## src/rtl/regfile_pkg.sv

```systemverilog
// -----------------------------------------------------------------------------
// regfile_pkg
// Shared types and sizing for the 4x8 register file and its front-end arbiter.
//   state_t : arbiter sequencer states (idle, issue to regfile, completion)
//   RF_DW   : register data width
//   RF_AW   : register address width (4 registers)
// -----------------------------------------------------------------------------
package regfile_pkg;

    localparam int RF_DW = 8;
    localparam int RF_AW = 2;

    typedef enum logic [1:0] {
        ST_IDLE  = 2'd0,
        ST_ISSUE = 2'd1,
        ST_DONE  = 2'd2
    } state_t;

endpackage

```

## src/rtl/rr_arb2.sv

```systemverilog
// -----------------------------------------------------------------------------
// rr_arb2
// Combinational two-way pick. Bit 0 is requester A, bit 1 is requester B.
//   i_req  : request vector
//   i_prio : preferred requester when both ask (0 = A, 1 = B)
//   o_gnt  : one-hot winner, all-zero when nobody asks
// The priority pointer itself lives in the parent.
// -----------------------------------------------------------------------------
module rr_arb2 (
    input  logic [1:0] i_req,
    input  logic       i_prio,
    output logic [1:0] o_gnt
);

    // Winner selection; prio only matters on a tie
    always_comb begin
        o_gnt = 2'b00;
        case (i_req)
            2'b01:   o_gnt = 2'b01;
            2'b10:   o_gnt = 2'b10;
            2'b11: begin
                if (i_prio) begin
                    o_gnt = 2'b10;
                end else begin
                    o_gnt = 2'b01;
                end
            end
            default: o_gnt = 2'b00;
        endcase
    end

endmodule

```

## src/rtl/regfile_arbiter.sv

```systemverilog
// -----------------------------------------------------------------------------
// regfile_arbiter
// Round-robin front end sharing the regfile's single read and write port
// between masters A and B. One operation per grant, two cycles per operation.
//   ck, rst_n                  : clock, async active-low reset
//   req_*/wr_*/addr_*/wdata_*  : per-master request and operands
//   gnt_*                      : one-cycle grant (high during the ISSUE cycle)
//   done_*                     : one-cycle completion (high during DONE)
//   rdata                      : last read result, held until the next read
//   rf_we/rf_din/rf_inaddr/rf_outaddr : driven into the regfile
//   rf_dout                    : regfile combinational read data
// -----------------------------------------------------------------------------
module regfile_arbiter
    import regfile_pkg::*;
#(
    parameter int DW = RF_DW,
    parameter int AW = RF_AW
) (
    input  logic          ck,
    input  logic          rst_n,
    input  logic          req_a,
    input  logic          req_b,
    input  logic          wr_a,
    input  logic          wr_b,
    input  logic [AW-1:0] addr_a,
    input  logic [AW-1:0] addr_b,
    input  logic [DW-1:0] wdata_a,
    input  logic [DW-1:0] wdata_b,
    output logic          gnt_a,
    output logic          gnt_b,
    output logic          done_a,
    output logic          done_b,
    output logic [DW-1:0] rdata,
    output logic          rf_we,
    output logic [DW-1:0] rf_din,
    output logic [AW-1:0] rf_inaddr,
    output logic [AW-1:0] rf_outaddr,
    input  logic [DW-1:0] rf_dout
);

    state_t        r_state;
    logic          r_prio;
    logic          r_wr;
    logic [AW-1:0] r_addr;
    logic [DW-1:0] r_wdata;
    logic          r_owner;     // 0 = A, 1 = B
    logic [1:0]    w_win;

    rr_arb2 u_arb (
        .i_req  ({req_b, req_a}),
        .i_prio (r_prio),
        .o_gnt  (w_win)
    );

    // Sequencer: arbitrate in IDLE/DONE, issue one cycle, then report completion
    always_ff @(posedge ck or negedge rst_n) begin
        if (!rst_n) begin
            r_state <= ST_IDLE;
            r_prio  <= 1'b0;
            r_wr    <= 1'b0;
            r_addr  <= {AW{1'b0}};
            r_wdata <= {DW{1'b0}};
            r_owner <= 1'b0;
            gnt_a   <= 1'b0;
            gnt_b   <= 1'b0;
            done_a  <= 1'b0;
            done_b  <= 1'b0;
            rdata   <= {DW{1'b0}};
        end else begin
            gnt_a  <= 1'b0;
            gnt_b  <= 1'b0;
            done_a <= 1'b0;
            done_b <= 1'b0;
            case (r_state)
                ST_IDLE, ST_DONE: begin
                    if (w_win != 2'b00) begin
                        r_wr    <= w_win[1] ? wr_b    : wr_a;
                        r_addr  <= w_win[1] ? addr_b  : addr_a;
                        r_wdata <= w_win[1] ? wdata_b : wdata_a;
                        r_owner <= w_win[1];
                        gnt_a   <= w_win[0];
                        gnt_b   <= w_win[1];
                        // Hand preference to whoever did not just win
                        r_prio  <= w_win[0];
                        r_state <= ST_ISSUE;
                    end else begin
                        r_state <= ST_IDLE;
                    end
                end
                ST_ISSUE: begin
                    // Requests are ignored here; the regfile write commits on this edge
                    if (!r_wr) begin
                        rdata <= rf_dout;
                    end
                    done_a  <= ~r_owner;
                    done_b  <= r_owner;
                    r_state <= ST_DONE;
                end
                default: begin
                    r_state <= ST_IDLE;
                end
            endcase
        end
    end

    // Decoded from state so an async reset drops the write strobe at once
    assign rf_we      = (r_state == ST_ISSUE) && r_wr;
    assign rf_din     = r_wdata;
    assign rf_inaddr  = r_addr;
    assign rf_outaddr = r_addr;

endmodule

```

## config.mk

```make
export PLATFORM = sky130hd
export DESIGN_NAME = regfile_arbiter
export DESIGN_NICKNAME = d
export VERILOG_FILES = /design/src/rtl/regfile_pkg.sv /design/src/rtl/rr_arb2.sv /design/src/rtl/regfile_arbiter.sv
export SDC_FILE = /design/constraint.sdc
export NUM_CORES = 1
export LEC_CHECK = 0
export BUFFER_PORTS_ARGS = -buffer_cell sky130_fd_sc_hd__buf_2
export CAP_MARGIN = 40
export CORE_ASPECT_RATIO = 2
export CORE_UTILIZATION = 40
export DETAILED_ROUTE_END_ITERATION = 7
export GPL_TIMING_DRIVEN = 0
export PLACE_DENSITY = 0.8
export SYNTH_ARGS = -nofsm -noshare
export SYNTH_HDL_FRONTEND = slang
export SYNTH_SLANG_ARGS = --single-unit
```

## constraint.sdc

```tcl
create_clock -name ck -period 1.2 [get_ports ck]
set_input_delay 0.24 -clock ck [delete_from_list [all_inputs] [get_ports ck]]
set_output_delay 0.24 -clock ck [all_outputs]
set_load 0.005 [all_outputs]
```

# Yosys cells after proc, flatten, opt, wreduce, memory -nomap -nowiden
# Index checks and enable logic that the tools add are counted.
# W data, S select, Z words.
# word_totals
register_bits	27
inputBits	34
# op_classes
n_eq_ne	5
n_mux	13
bitwise	2
n_reduce_logical	6
# ops
operator	n
$mux W1	8
$mux W8	1
$eq A2 B2 Y1 const B	3
$pmux W2 S3	1
$eq A2 B1 Y1 const B	2
$mux W2	2
$pmux W2 S2	1
$reduce_and A2 Y1	2
$logic_not A2 Y1	1
$not A1 Y1	2
$reduce_bool A2 Y1	1
$reduce_or A2 Y1	1
$logic_and A1 B1 Y1	1

# Logic depth before layout (Yosys ltp)
# logic_depth
depth_word	5
mapped_depth	5

# Modules after synthesis
# Synthesis repeated with hierarchy kept, for this count alone.
# unflattened
cells_unflattened	102
hier_area_um2	1148.6
# modules_own_cells
mod	n_inst	cells_each	area_each_um2	seq_area_each_um2
regfile_arbiter	1	99	1129.8	675.6
rr_arb2	1	3	18.8	0.0

# Worst setup path before layout
# Ideal clock, no wire load.
# synth_timing
kind	reg-to-reg
from	reg r_state[1]
to	reg rdata[0]
setup_time_ns	0.125
arrival_ns	1.049
required_ns	1.075
slack_ns	0.026
stages_incl_launch_ff	4
n_path_buf	0
period_less_slack_ns	1.174
path_cell_list	dfrtp_1 nand2b_2 nor2_4 mux2_2
# synth_between
elab_chain_cells	2
# synth_lines
element	line	text
start: declaration	regfile_arbiter.sv:41	state_t r_state;
start signal: assignment	regfile_arbiter.sv:58	r_state <= ST_IDLE;
start signal: assignment	regfile_arbiter.sv:85	r_state <= ST_ISSUE;
start signal: assignment	regfile_arbiter.sv:87	r_state <= ST_IDLE;
$eq A2 B1 Y1	regfile_arbiter.sv:74	case (r_state)
$reduce_and A2 Y1 (no source line)	-	
end signal: assignment	regfile_arbiter.sv:68	rdata <= {DW{1'b0}};
end signal: assignment	regfile_arbiter.sv:93	rdata <= rf_dout;
end: declaration	regfile_arbiter.sv:33	output logic [DW-1:0] rdata,
# Every way passes these cells.
# A chain may end at the register's enable or synchronous reset.

# Worst setup path in the final report
# layout_timing
from	reg r_state[0]
to	out rf_we
# layout_between
elab_chain_cells	2
# layout_lines
element	line	text
$eq A2 B1 Y1	regfile_arbiter.sv:107	assign rf_we = (r_state == ST_ISSUE) && r_wr;
$logic_and A1 B1 Y1	regfile_arbiter.sv:107	
end: declaration	regfile_arbiter.sv:34	output logic rf_we,
# Every way passes these cells.

==> impl_metrics.tcl <==
set metrics [dict create \
    setup_viol 21 \
    regArea_um2 676 \
    die_w_um 40.0 \
    slew_violations 0 \
    cts_tree "yes" \
    syn_area_mm2 0.00115 \
    required_ns 0.96 \
    cts_sinks 27 \
    place.gp.congestion 0.740 \
    post-route-util_pct 62.7 \
    cp_data_arrival_time_ns 1.09 \
    clkPwrFrac_pct 18.2 \
    final_common_cell "buf_2" \
    via_per_inst 5.25 \
    hold_depth 2 \
    final_area_mm2 0.00172 \
    reg2reg_depth 5 \
    area_delta_synth_final_pct 48.8 \
    grt_pass1_wl_um 4710 \
    maxSlewHeadroom_pct 59.0 \
    avgSynthCellArea_um2 11.1 \
    comb_power_share_pct 36.0 \
    r2r_slack_ns -0.11 \
    antenna_found_initial 0 \
    switching_share_pct 30.0 \
    dp_cells 191 \
    drive_above_1_share_pct 54.9 \
    whs_endpoint "rdata[4]" \
    critPathMaxFanout 3 \
    fin_skew_ns 0.00169 \
    root_buffer "clkbuf_8" \
    crit_path_start_kind "register" \
    hold_viol_final 0 \
    fin_ws_ns -0.132 \
    multi_input_area_um2 500 \
    drt_iter0_drc 32 \
    ant_nets 0 \
    leakagePower_nw 0.853 \
    hold_path.class "in -> reg" \
    hold_start "rf_dout[4]" \
    grt_max_degree 28 \
    dr.pass1.iters 4 \
    drc 0 \
    syn_inst 104 \
    place_area_mm2 0.00148 \
    grt_pass1_vias 1044 \
    cts_max_level 1 \
    seqPwrFrac_pct 45.8 \
    violations "setup timing" \
    min_period_over_period_pct 111 \
    final_cell_mix "59 x buf_2, 27 x dfrtp_1, 13 x nor2_1, 12 x a21oi_1, 10 x o21ai_0" \
    rsz0062_at_grt "yes" \
    cts-buffers-inserted 3 \
    ys_ff_latch 27 \
    vias 1072 \
    max_freq_mhz 751 \
    nets 210 \
    finalPower_mw 2.86 \
    ys_warn_count 0 \
    path_clk_slew_ns 0.09 \
    io_pins 59 \
    fin_crit_ns 1.33 \
    dieArea_mm2 0.00312 \
    worstSetupPathType "reg -> out" \
    whs_ns 0.197 \
    synth.distinct_cells 21 \
    ir_drop_mv 0.935 \
    timing.rr.start "r_state[0]" \
    cts_buffer_depth 2 \
    coreArea_mm2 0.00274 \
    worstSkewPairLatency_ns 0.27 \
    grt_overflow 0 \
    rows 27 \
    drv_cap 0 \
    fin_setup_tns_ns -1.88 \
    n_antenna_cell 0 \
    p_per_area_mw_per_mm2 1660 \
    pre_cts_slack_ns -0.0521 \
    fillers 215 \
    status "finished with violations" \
    gr-usage-all-layers_pct 21.6 \
    io_buffers 58 \
    r2r-end "rf_din[7]" \
    synthesis.nets 138 \
    die_height_um 77.9 \
    tightest_slew_ns 0.615 \
    initial_utilization_pct 42.2 \
    wire_per_inst_um 15.9 \
    endpoint_kind "output port" \
    power.internal_mw 2.00 \
    seq_area_frac_synth_pct 58.6 \
    final_cells 204 \
    place_hpwl_um 2170 \
    wl_um 3230 \
    power_switching_uw 857 \
]
## registers in the layout (all words and copies together) (netlist names)
signal	flops
rf_din	8
rf_inaddr	2
done_a	1
done_b	1
r_prio	1
r_wr	1
rdata	8
r_owner	1
gnt_b	1
r_state	2
gnt_a	1
## critical path, cell delays in order (launching register included)
cell and delay (ns):
dfrtp_1 0.43, nand2b_4 0.10, inv_2 0.03, and2_1 0.14, buf_2 0.12
## kinds of logic after synthesis
group | after synthesis | synth area share [%]
compound gates | 37 | 18.7
flops | 27 | 58.6
simple gates | 21 | 8.89
buf+inv | 11 | 6.07
mux | 8 | 7.81
## layout make-up
type                    count  area share [%]
flip-flops and latches     27            39.4
multi-input cells          66            29.2
repair buffers             68            22.6
plain buffers               7            3.43
clock buffers               3            2.41
well taps                  29            2.11
inverters                   3           0.656
clock inverters             1           0.292
## cell usage after synthesis (all sizes together)
master,n,share of area (%)
a21o,1,0.65
a21oi,12,5.2
a31oi,11,6.0
and2,2,1.1
and2b,1,0.65
buf,7,4.7
clkbuf,1,0.43
dfrtp,27,59
inv,3,0.98
mux2,8,7.8
nand2,2,0.65
nand2b,2,1.3
nor2,14,5.2
o21ai,12,5.2
o21bai,1,1.6
## power by group through the flow
stage / clock (mW) / combinational [mW] / sequential [mW]
floorplan: 0 / 0.390 / 1.33
global placement: 0 / 0.782 / 1.30
detailed placement: 0 / 0.811 / 1.31
CTS: 0.515 / 0.996 / 1.30
global route: 0.557 / 1.12 / 1.34
finish: 0.521 / 1.03 / 1.31
## metal layers
layer  GRT usage (%)  vias to the layer above  wire length, um
li1                -                      501                -
met1            24.2                      506             1180
met2            37.9                       59             1810
met3            2.57                        6              196
met4            8.28                        0               42
met5               0                        -                0
## repair_timing
| item | in CTS | in global routing |
|---|---|---|
| cloned | 2 | 0 |
| endpoints found under the setup margin | 12 | 24 |
| endpoints found under the hold margin | 27 | 0 |
| setup buffers | 3 | 4 |
| hold buffers | 1 | 0 |
| gates resized for setup | 17 | 4 |
| pin swaps | 1 | 1 |
## worst max-delay path by stage
stage	cells after the start	slack [ns]	startpoint	end
global route	4	-0.17	r_state[0]	rf_we
global placement	3	-0.04	r_state[1]	rdata[7]
finish	4	-0.13	r_state[0]	rf_we
detailed placement	3	-0.05	r_state[1]	rdata[7]
CTS	4	-0.15	r_state[0]	rf_we
floorplan	3	0.03	r_state[1]	rdata[0]
No activity file was read; power rests on OpenSTA's default activity.
